### src/rtl/svd_pkg.sv
// Shared constants, FSM state type and length clamp for the SVD mux select sequencer.
package svd_pkg;

    localparam int LANES = 8;
    localparam int SEL_W = 3;
    localparam int LEN_W = 4;

    typedef enum logic [0:0] {
        IDLE = 1'b0,
        SEND = 1'b1
    } state_t;

    // A length of 0, or anything beyond the lane count, means a full word.
    function automatic logic [LEN_W-1:0] clamp_len(input logic [LEN_W-1:0] len);
        if ((len == '0) || (len > LEN_W'(LANES))) begin
            return LEN_W'(LANES);
        end
        return len;
    endfunction

endpackage

### src/rtl/mux8_1.sv
// Plain 8:1 single-bit multiplexer.
module mux8_1 (
    input  logic       a0,
    input  logic       a1,
    input  logic       a2,
    input  logic       a3,
    input  logic       a4,
    input  logic       a5,
    input  logic       a6,
    input  logic       a7,
    input  logic [2:0] sel,
    output logic       res
);

    always_comb begin
        res = a0;
        case (sel)
            3'd0: res = a0;
            3'd1: res = a1;
            3'd2: res = a2;
            3'd3: res = a3;
            3'd4: res = a4;
            3'd5: res = a5;
            3'd6: res = a6;
            3'd7: res = a7;
            default: res = a0;
        endcase
    end

endmodule

### src/rtl/mux8_sel_sequencer.sv
// Registers an 8-bit flag word and serialises it lane by lane through mux8_1.
// Handshakes: a beat transfers on a cycle where valid and ready are both high; valid never drops and data never changes while waiting for ready.
module mux8_sel_sequencer
    import svd_pkg::*;
(
    input  logic             clk,
    input  logic             rst_n,
    input  logic             in_valid,
    output logic             in_ready,
    input  logic [LANES-1:0] in_data,
    input  logic [LEN_W-1:0] in_len,
    output logic [LANES-1:0] out_word,
    output logic [SEL_W-1:0] sel,
    output logic             out_bit,
    output logic             out_valid,
    input  logic             out_ready,
    output logic             out_last,
    output logic             busy,
    output state_t           dbg_state
);

    state_t           state_q, state_d;
    logic [LANES-1:0] word_q, word_d;
    logic [SEL_W-1:0] sel_q, sel_d;
    logic [LEN_W-1:0] len_q, len_d;
    logic             in_fire;

    assign out_valid = (state_q == SEND);
    assign busy      = (state_q == SEND);
    assign out_last  = (state_q == SEND) && (LEN_W'(sel_q) == (len_q - LEN_W'(1)));
    // Combinational from out_ready so a new word can be taken on the final beat.
    assign in_ready  = rst_n && ((state_q == IDLE) || (out_last && out_ready));
    assign in_fire   = in_valid && in_ready;

    assign out_word  = word_q;
    assign sel       = sel_q;
    assign dbg_state = state_q;

    always_comb begin
        state_d = state_q;
        word_d  = word_q;
        sel_d   = sel_q;
        len_d   = len_q;
        if (state_q == IDLE) begin
            if (in_fire) begin
                word_d  = in_data;
                len_d   = clamp_len(in_len);
                sel_d   = '0;
                state_d = SEND;
            end
        end else if (out_ready) begin
            if (!out_last) begin
                sel_d = sel_q + SEL_W'(1);
            end else if (in_fire) begin
                word_d = in_data;
                len_d  = clamp_len(in_len);
                sel_d  = '0;
            end else begin
                sel_d   = '0;
                state_d = IDLE;
            end
        end
    end

    always_ff @(posedge clk or negedge rst_n) begin
        if (!rst_n) begin
            state_q <= IDLE;
            word_q  <= '0;
            sel_q   <= '0;
            len_q   <= '0;
        end else begin
            state_q <= state_d;
            word_q  <= word_d;
            sel_q   <= sel_d;
            len_q   <= len_d;
        end
    end

    mux8_1 u_mux (
        .a0  (word_q[0]),
        .a1  (word_q[1]),
        .a2  (word_q[2]),
        .a3  (word_q[3]),
        .a4  (word_q[4]),
        .a5  (word_q[5]),
        .a6  (word_q[6]),
        .a7  (word_q[7]),
        .sel (sel_q),
        .res (out_bit)
    );

endmodule

### config.mk
export PLATFORM = sky130hd
export DESIGN_NAME = mux8_sel_sequencer
export DESIGN_NICKNAME = d
export VERILOG_FILES = /design/src/rtl/svd_pkg.sv /design/src/rtl/mux8_1.sv /design/src/rtl/mux8_sel_sequencer.sv
export SDC_FILE = /design/constraint.sdc
export NUM_CORES = 1
export LEC_CHECK = 0
export ABC_AREA = 1
export BUFFER_PORTS_ARGS = -buffer_cell sky130_fd_sc_hd__buf_2
export CAP_MARGIN = 20
export CORE_MARGIN = 3
export CORE_UTILIZATION = 54
export CTS_CLUSTER_DIAMETER = 100
export DETAILED_ROUTE_END_ITERATION = 6
export PLACE_DENSITY = 0.8
export SLEW_MARGIN = 0
export SYNTH_ARGS = -nofsm -noshare
export SYNTH_HDL_FRONTEND = slang
export SYNTH_SLANG_ARGS = --single-unit
export TNS_END_PERCENT = 30
### constraint.sdc
create_clock -name clk -period 4.9 [get_ports clk]
set_input_delay 0.49 -clock clk [delete_from_list [all_inputs] [get_ports clk]]
set_output_delay 0.49 -clock clk [all_outputs]
set_load 0.01 [all_outputs]
==> results_dict.tcl, run 1 <==
set metrics [dict create \
    core-area_um2 1821 \
    post-cts-setup-buffer-count 0 \
    portBuffers 32 \
    yosysWarnings 0 \
    critPathKind "reg -> out" \
    synthFlopType "dfrtp_1" \
    start_util 0.6055 \
    routed.top_layer "met4" \
    cp-end-kind "output pin" \
    synth_edf_count 0 \
    power_leakage_nw 0.7086 \
    clock-sinks 16 \
    design_area_um2 1225 \
    max_stage_delay_ns 0.45 \
    wl_met3_um 125 \
    cts_hold_buffers 0 \
    overflow 0 \
    synth_top_area_cell "dfrtp_1" \
    placed_cell_area_um2 1189 \
    synth_compound_area_frac 0.03859 \
    timing.fmax_mhz 442.9 \
    maxCapViolCount 0 \
    syn_area_um2 1102 \
    grt_pass1_vias 912 \
    die_h_um 51.18 \
    wl_met1_mm 1.060 \
    slew_viol_final 0 \
    grt_start_max_net_pins 32 \
    synth-adder-area-share 0.07946 \
    drcViolationCount 0 \
    nNetsFinal 188 \
    setup_viol 0 \
    dr.pass1.iters 4 \
    antenna_found_initial 0 \
    io_pins 33 \
    period_needed_ns 2.258 \
    critPathRequiredTime_ns 4.41 \
    synthCells 142 \
    dieArea_um2 2619 \
    outcome "complete, no violations" \
    viasPerCell 5.175 \
    drive_gt1_frac 0.2744 \
    finalHoldViolations 0 \
    ir_drop_uv 325.5 \
    synthSimpleGateAreaFrac 0.3655 \
    power_density_nw_per_um2 616.0 \
    vias 978 \
    slew_headroom 0.6006 \
    cts_resized 0 \
    area_delta_synth_final_pct 11.12 \
    drtAntennaViolNets 0 \
    slowest_stage "dfrtp_1" \
    path_cells "ha_1 -> ha_1 -> nor4_1 -> nand3_1 -> nand3b_1 -> buf_2" \
    grt_use_total 0.1954 \
    path_buf_inv 1 \
    antenna_cells_inserted 0 \
    wl_met2_mm 1.035 \
    synth_top_area_frac 0.3632 \
    cp_max_fo 5 \
    crit_path_frequent_cell "ha_1" \
    die_w_um 51.18 \
    clk_pin_slew_ns 0.10 \
    cts_root_buf "clkbuf_4" \
    routed_wirelength_mm 2.264 \
    startpoint_type "flop" \
    dp_cells 185 \
    yosysMostFrequentCell "nand2_1" \
    drtIter0Drc 27 \
    clock_skew_ns 0.005840 \
    layout.cells.non_filler 189 \
    rsz0062_at_grt "no" \
    synth_nets 165 \
    htree_levels 1 \
    path_delay_family "flip-flops" \
    syn_area_per_cell_um2 7.763 \
    synth_area_leaders "dfrtp_1 36%, nand2_1 15%, ha_1 7.9%, nand4_1 7.9%, buf_4 6.8%" \
    ys_ff_latch 16 \
    hp-class "in -> async" \
    wl_per_cell_um 11.98 \
    fin_util 0.6729 \
    cts_tree "yes" \
    synth_top_family_by_area "simple AND/OR/NAND/NOR gates" \
    clock_latency_ns 0.29 \
    grt_first_pass_wirelength_mm 3.864 \
    placementRows 15 \
    synth_cell_type_count 23 \
    fillers 181 \
    synthMuxAreaShare 0 \
    place.gp.congestion 0.8522 \
    period_share 0.4608 \
    worstMarginPinSlew_ns 0.5991 \
    cp_data_arrival_time_ns 1.77 \
    hpwl_mm 1.774 \
    cts-buffers-inserted 3 \
    fin_tns_setup_ns 0 \
    synth_seq_area_share 0.3632 \
    cts_max_path_buffers 2 \
    synth_xor_area_frac 0 \
    synth_common_cells "44 x nand2_1, 16 x dfrtp_1, 16 x inv_1, 14 x nand4_1, 10 x buf_4" \
    synthArstFlopShare 1.000 \
]
## flip-flops by register name, summed over array words and instances, names as in the netlist
name / flops
busy: 1
out_word: 8
len_q: 4
sel: 3
## where the power goes
group / switching (mW) / leakage [nW] / internal (mW)
clock network: 0.0429 / 0.0210 / 0.0453
registers: 0.0709 / 0.196 / 0.194
logic: 0.242 / 0.491 / 0.160
total: 0.356 / 0.709 / 0.399
## layer usage
metal / global-route usage / vias to the layer above
li1: - / 502
met1: 0.2509 / 446
met2: 0.3133 / 25
met3: 0.04082 / 5
met4: 0.08969 / 0
met5: 0 / -
## worst paths after layout
check	from	end	slack, ns	depth (start not counted)
max	sel[0]$_DFFE_PN0P_	out_bit	2.64	6
min	rst_n	sel[2]$_DFFE_PN0P_	0.19	1
max reg2reg	len_q[0]$_DFFE_PN0P_	out_word[0]$_DFFE_PN0P_	3.14	10
min reg2reg	out_word[3]$_DFFE_PN0P_	out_word[3]$_DFFE_PN0P_	0.51	2
max in group asynchronous	rst_n	out_word[6]$_DFFE_PN0P_	4.31	1
min in group clk	in_data[2]	out_word[2]$_DFFE_PN0P_	0.44	3
## placed cells by master, fill, tap and decap left out
cell      netlist  routed
nand3_1         9       9
nand2_1        44      44
nor2_1          5       5
buf_2           0      32
inv_2           1       1
a21oi_1         2       2
a31o_2          1       1
clkbuf_8        0       1
dfrtp_1        16      16
ha_1            7       7
o32ai_1         1       1
nand3_2         2       2
nand2_2         3       3
nand4_4         1       1
a21boi_0        1       1
nand4_1        14      14
nand3b_1        1       1
nor2_2          1       1
and3_1          1       1
nor4_1          1       1
o31ai_1         1       1
inv_1          16      16
clkbuf_4        0       3
## through the flow
| stage | setup WS [ns] | hold slack (ns) | power, mW |
|---|---|---|---|
| after floorplan | 3.061 | 0.1944 | 0.5950 |
| after global placement | 3.025 | 0.4781 | 0.6538 |
| after detailed placement | 2.953 | 0.4873 | 0.6720 |
| after CTS | 2.625 | 0.1959 | 0.7629 |
| after global routing | 2.442 | 0.2180 | 0.8304 |
| final | 2.642 | 0.1922 | 0.7546 |
## layout make-up
class                   instances  area [um^2]  area share
flip-flops and latches         16        400.4      0.3269
clock buffers                   4        36.28     0.02962
multi-input cells              95        533.0      0.4351
well taps                      25        31.28     0.02554
repair buffers                 32        160.2      0.1307
inverters                      17        63.81     0.05209
## kinds of logic after synthesis
family / after synthesis
buf+inv: 31
flops: 16
fa+ha+maj: 7
compound gates: 6
simple gates: 82
(Power assumes the default switching activity.)
==> inputs of run 2 (changes only) <==
--- a/config.mk
+++ b/config.mk
@@ -5,14 +5,14 @@
 export SDC_FILE = /design/constraint.sdc
 export NUM_CORES = 1
 export LEC_CHECK = 0
-export ABC_AREA = 1
+export ABC_AREA = 0
 export BUFFER_PORTS_ARGS = -buffer_cell sky130_fd_sc_hd__buf_2
 export CAP_MARGIN = 20
 export CORE_MARGIN = 3
-export CORE_UTILIZATION = 54
+export CORE_UTILIZATION = 44
 export CTS_CLUSTER_DIAMETER = 100
 export DETAILED_ROUTE_END_ITERATION = 6
-export PLACE_DENSITY = 0.8
+export PLACE_DENSITY = 0.71
 export SLEW_MARGIN = 0
 export SYNTH_ARGS = -nofsm -noshare
 export SYNTH_HDL_FRONTEND = slang
==> constraint.sdc (replaced) <==
create_clock -name clk -period 1.85 [get_ports clk]
set_input_delay 0.185 -clock clk [delete_from_list [all_inputs] [get_ports clk]]
set_output_delay 0.185 -clock clk [all_outputs]
set_load 0.01 [all_outputs]
==> results_dict.tcl, run 2 <==
set metrics [dict create \
    overflow 0 \
    critPathRequiredTime_ns 1.66 \
    htree_levels 1 \
    vias 920 \
    final_common_cell "buf_2" \
    preCtsSetupSlack_ns -0.2018 \
    synth_nets 123 \
    cts_max_path_buffers 2 \
    portBuffers 32 \
    period_needed_ns 2.241 \
    synth_seq_area_share 0.3951 \
    clock_latency_ns 0.28 \
    clock-sinks 16 \
    grt_pass1_vias 924 \
    routed_wirelength_mm 2.732 \
    core-area_um2 2062 \
    slew_viol_final 0 \
    die_h_um 54.00 \
    dieArea_um2 2915 \
    cts_tree "yes" \
    nNetsFinal 169 \
    synthArstFlopShare 1.000 \
    worstMarginPinSlew_ns 0.4066 \
    layout.cells.non_filler 171 \
    yosysWarnings 0 \
    crit_path_start "len_q[1]$_DFFE_PN0P_" \
    rsz0062_at_grt "yes" \
    synth_edf_count 0 \
    outcome "complete, but fails checks" \
    setup_viol 14 \
    antenna_found_initial 0 \
    viasPerCell 5.380 \
    fin_tns_setup_ns -4.888 \
    syn_area_per_cell_um2 10.13 \
    drcViolationCount 0 \
    ys_ff_latch 16 \
    cp-end-kind "output pin" \
    clock_skew_ns 0.007699 \
    violations "negative setup slack" \
    place.gp.congestion 0.7834 \
    yosysMostFrequentCell "dfrtp_1" \
    area_delta_synth_final_pct 44.32 \
    hp-class "in -> reg" \
    critPathKind "reg -> out" \
    synth_cell_type_count 32 \
    hp-start "in_data[2]" \
    period_share 1.211 \
    finalHoldViolations 0 \
    synth_area_leaders "dfrtp_1 40%, mux2_2 8.9%, ha_1 8.6%, buf_4 7.4%, inv_1 2.6%" \
    cts_root_buf "clkbuf_4" \
    io_pins 33 \
    power_density_nw_per_um2 1858 \
    synthCells 100 \
    synthFlopType "dfrtp_1" \
    die_w_um 54.00 \
    ir_drop_uv 1148 \
    maxCapViolCount 0 \
    grt_first_pass_wirelength_mm 4.347 \
    power_leakage_nw 0.7036 \
    fillers 153 \
    startpoint_type "flop" \
    placementRows 16 \
    wl_per_cell_um 15.98 \
    cts-buffers-inserted 3 \
    syn_area_um2 1013 \
    cp_max_fo 3 \
    timing.final.ws_setup_ns -0.3910 \
    drtAntennaViolNets 0 \
    cp_data_arrival_time_ns 2.06 \
    timing.fmax_mhz 446.2 \
    synth_top_area_frac 0.3951 \
    drive_gt1_frac 0.5486 \
    clk_pin_slew_ns 0.09 \
    largest_register_ffs 8 \
    synth_top_area_cell "dfrtp_1" \
    grt_start_max_net_pins 18 \
    hpwl_mm 1.890 \
    synth_common_cells "16 x dfrtp_1, 10 x buf_4, 8 x mux2_2, 7 x ha_1, 7 x inv_1" \
    antenna_cells_inserted 0 \
    slew_headroom 0.7289 \
    drtIter0Drc 16 \
    grt_use_total 0.2085 \
    dr.pass1.iters 4 \
    dp_cells 164 \
    start_util 0.4915 \
    final_cell_mix "32 x buf_2, 15 x dfrtp_1, 15 x buf_4" \
    r2r-start "len_q[1]$_DFFE_PN0P_" \
]
[run 2: per-layer routing]
metal,up-vias,GRT usage,part of all wire
met5,-,0,0
met4,0,0.02905,0.0037
met3,2,0.06094,0.059
met2,32,0.3710,0.51
met1,443,0.2525,0.42
li1,443,-,-
[run 2: logic make-up after synthesis]
family,Yosys count,synth area share
AOI/OAI and AO/OA,21,0.1469
DFF,16,0.3951
adders and majority gates,7,0.08642
and+or+nand+nor,27,0.1531
buffers and inverters,18,0.1037
xor gates and xnor gates,3,0.02593
muxes,8,0.08889
[run 2: final cells by class]
cell class	count	area (um^2)	area share
Multi-Input combinational cell	66	650.6	0.4448
Inverter	7	26.28	0.01796
Sequential cell	16	401.6	0.2746
Tap cell	27	33.78	0.02310
Timing Repair Buffer	52	327.8	0.2241
Clock buffer	3	22.52	0.01540
[run 2: what timing repair did]
action | CTS | global route
setup buffers | 3 | 0
hold buffers | 1 | 0
hold endpoints to repair | 16 | 0
setup endpoints to repair | 15 | 16
gates resized for setup | 16 | 5
pin swaps | 6 | 2
[run 2: worst max-delay path, stage by stage (launching register included)]
cell	delay [ns]
dfrtp_1	0.40
inv_1	0.11
ha_4	0.21
xnor2_2	0.12
a211o_1	0.28
buf_6	0.15
o41ai_4	0.21
and2_1	0.16
buf_2	0.13
[run 2: per-stage QoR]
stage               area [um^2]  total power [mW]  utilization  hold WS [ns]
floorplan                  1060             1.673            -       -0.1106
global placement           1295             2.100       0.6280        0.2039
detailed placement         1295             2.143       0.6280        0.2078
CTS                        1431             2.595       0.6942        0.1254
global route               1463             2.921       0.7093        0.1228
finish                     1463             2.718       0.7093        0.1296
[run 2: final timing paths]
kind	end	slack (ns)	cells past startpoint
setup reg to reg	out_word[7]$_DFFE_PN0P_	-0.38	8
min in group asynchronous	out_word[2]$_DFFE_PN0P_	0.44	3
hold / removal	out_word[2]$_DFFE_PN0P_	0.13	2
max in group asynchronous	sel[0]$_DFFE_PN0P_	1.21	3
setup / recovery	in_ready	-0.39	8
hold reg to reg	out_word[3]$_DFFE_PN0P_	0.54	1
[run 2: report_power, final]
part / internal (mW) / total (mW) / switching, mW
clock: 0.0754 / 0.180 / 0.104
combinational: 0.995 / 1.82 / 0.820
sequential: 0.521 / 0.723 / 0.201
==> inputs of run 3 (changes only) <==
--- a/config.mk
+++ b/config.mk
@@ -13,6 +13,7 @@
 export CTS_CLUSTER_DIAMETER = 100
 export DETAILED_ROUTE_END_ITERATION = 6
 export PLACE_DENSITY = 0.71
+export SETUP_SLACK_MARGIN = 0.15
 export SLEW_MARGIN = 0
 export SYNTH_ARGS = -nofsm -noshare
 export SYNTH_HDL_FRONTEND = slang
==> results_dict.tcl, run 3 (synthesis results as in run 2) <==
set metrics [dict create \
    critPathKind "reg -> out" \
    slew_viol_final 0 \
    hold_ws_ns 0.1299 \
    drive_gt1_frac 0.5556 \
    power_frac_seq 0.265 \
    dr.pass1.iters 4 \
    cp-end-kind "output pin" \
    clk_pin_slew_ns 0.09 \
    pwr-share-clk 0.066 \
    die_h_um 54.00 \
    htree_levels 1 \
    critPathRequiredTime_ns 1.66 \
    wl_per_cell_um 16.04 \
    hpwl_mm 1.890 \
    slew_headroom 0.7289 \
    dp_cells 164 \
    rsz0062_at_grt "yes" \
    power_leakage_nw 0.7053 \
    drtAntennaViolNets 0 \
    cp_max_fo 3 \
    largest_register_ffs 8 \
    grt_use_total 0.2085 \
    maxCapViolCount 0 \
    clock_latency_ns 0.28 \
    start_util 0.4915 \
    multi_input_area_um2 655.6 \
    worstMarginPinSlew_ns 0.4066 \
    antenna_cells_inserted 0 \
    timing.final.ws_setup_ns -0.3885 \
    cts_max_path_buffers 2 \
    cts_root_buf "clkbuf_4" \
    overflow 0 \
    portBuffers 32 \
    routed_wirelength_mm 2.742 \
    clock-sinks 16 \
    cts_tree "yes" \
    dieArea_um2 2915 \
    place.gp.congestion 0.7834 \
    cts-buffers-inserted 3 \
    whs_path_depth 2 \
    area_delta_synth_final_pct 44.82 \
    switching_power_mw 1.134 \
    io_pins 33 \
    viasPerCell 5.415 \
    timing.fmax_mhz 446.7 \
    grt_start_max_net_pins 18 \
    hp-start "in_data[2]" \
    layout.cells.non_filler 171 \
    drtIter0Drc 16 \
    seq_area_um2 401.6 \
    period_share 1.210 \
    fillers 152 \
    crit_path_start "len_q[1]$_DFFE_PN0P_" \
    period_needed_ns 2.239 \
    r2r_slack_ns -0.38 \
    die_w_um 54.00 \
    hold_end "out_word[2]$_DFFE_PN0P_" \
    fin_util 0.7118 \
    grt_first_pass_wirelength_mm 4.347 \
    vias 926 \
    core-area_um2 2062 \
    violations "negative setup slack" \
    r2r_cells 8 \
    pwr-share-comb 0.669 \
    grt_pass1_vias 924 \
    nNetsFinal 169 \
    hp-class "in -> reg" \
    p_sw_frac 0.4151 \
    power_density_nw_per_um2 1861 \
    r2r-end "out_word[7]$_DFFE_PN0P_" \
    finalHoldViolations 0 \
    r2r-start "len_q[1]$_DFFE_PN0P_" \
    clock_skew_ns 0.006499 \
    final_cell_mix "32 x buf_2, 15 x dfrtp_1, 15 x buf_4" \
    internal_power_mw 1.598 \
    ir_drop_uv 1162 \
    drcViolationCount 0 \
    final_common_cell "buf_2" \
    setup_viol 14 \
    p_total_mw 2.732 \
    startpoint_type "flop" \
    antenna_found_initial 0 \
    outcome "complete, but fails checks" \
    placementRows 16 \
    cp_data_arrival_time_ns 2.05 \
]
-- run 3: per-stage QoR --
step                      TNS [ns]  instance area, um^2  setup slack (ns)
after global placement      -1.739                 1295           -0.1690
final                       -4.832                 1468           -0.3885
after floorplan             -1.835                 1060           -0.1870
after global routing        -6.163                 1468           -0.5315
after detailed placement    -2.327                 1295           -0.2018
after CTS                   -4.381                 1431           -0.3883
-- run 3: layout make-up --
type / count / share of cell area
Clock buffer: 3 / 0.01535
Multi-Input combinational cell: 66 / 0.4467
Timing Repair Buffer: 52 / 0.2234
Inverter: 7 / 0.01790
Tap cell: 27 / 0.02302
Sequential cell: 16 / 0.2737
-- run 3: repair_timing --
| item | CTS | global route |
|---|---|---|
| buffers inserted | 3 | 0 |
| hold buffers | 1 | 0 |
| setup endpoints to repair | 19 | 19 |
| pin swaps | 6 | 2 |
| hold endpoints to repair | 16 | 0 |
| resized for setup | 16 | 6 |
-- run 3: power groups by stage --
stage | sequential [mW] | combinational, mW | clock (mW)
after floorplan | 0.702 | 0.972 | 0
after global placement | 0.680 | 1.42 | 0
after detailed placement | 0.687 | 1.46 | 0
after CTS | 0.709 | 1.70 | 0.184
after global routing | 0.757 | 1.97 | 0.201
final | 0.723 | 1.83 | 0.180
-- run 3: worst max path at each step --
stage / endpoint / cells past startpoint
2_1_floorplan: out_word[0]$_DFFE_PN0P_ / 7
3_3_place_gp: out_word[2]$_DFFE_PN0P_ / 7
3_5_place_dp: out_word[1]$_DFFE_PN0P_ / 7
4_1_cts: out_bit / 6
5_1_grt: in_ready / 8
6_report: in_ready / 8
-- run 3: worst max-delay path: stages (launching register included) --
cell     delay (ns)
dfrtp_1        0.40
inv_1          0.11
ha_4           0.21
xnor2_2        0.12
a211o_1        0.28
buf_6          0.15
o41ai_4        0.21
and2_1         0.16
buf_2          0.13
-- run 3: layer usage --
layer / part of all wire / up-vias / global-route usage
li1: - / 442 / -
met1: 0.42 / 448 / 0.2525
met5: 0 / - / 0
met2: 0.51 / 34 / 0.3710
met3: 0.058 / 2 / 0.06094
met4: 0.0036 / 0 / 0.02905
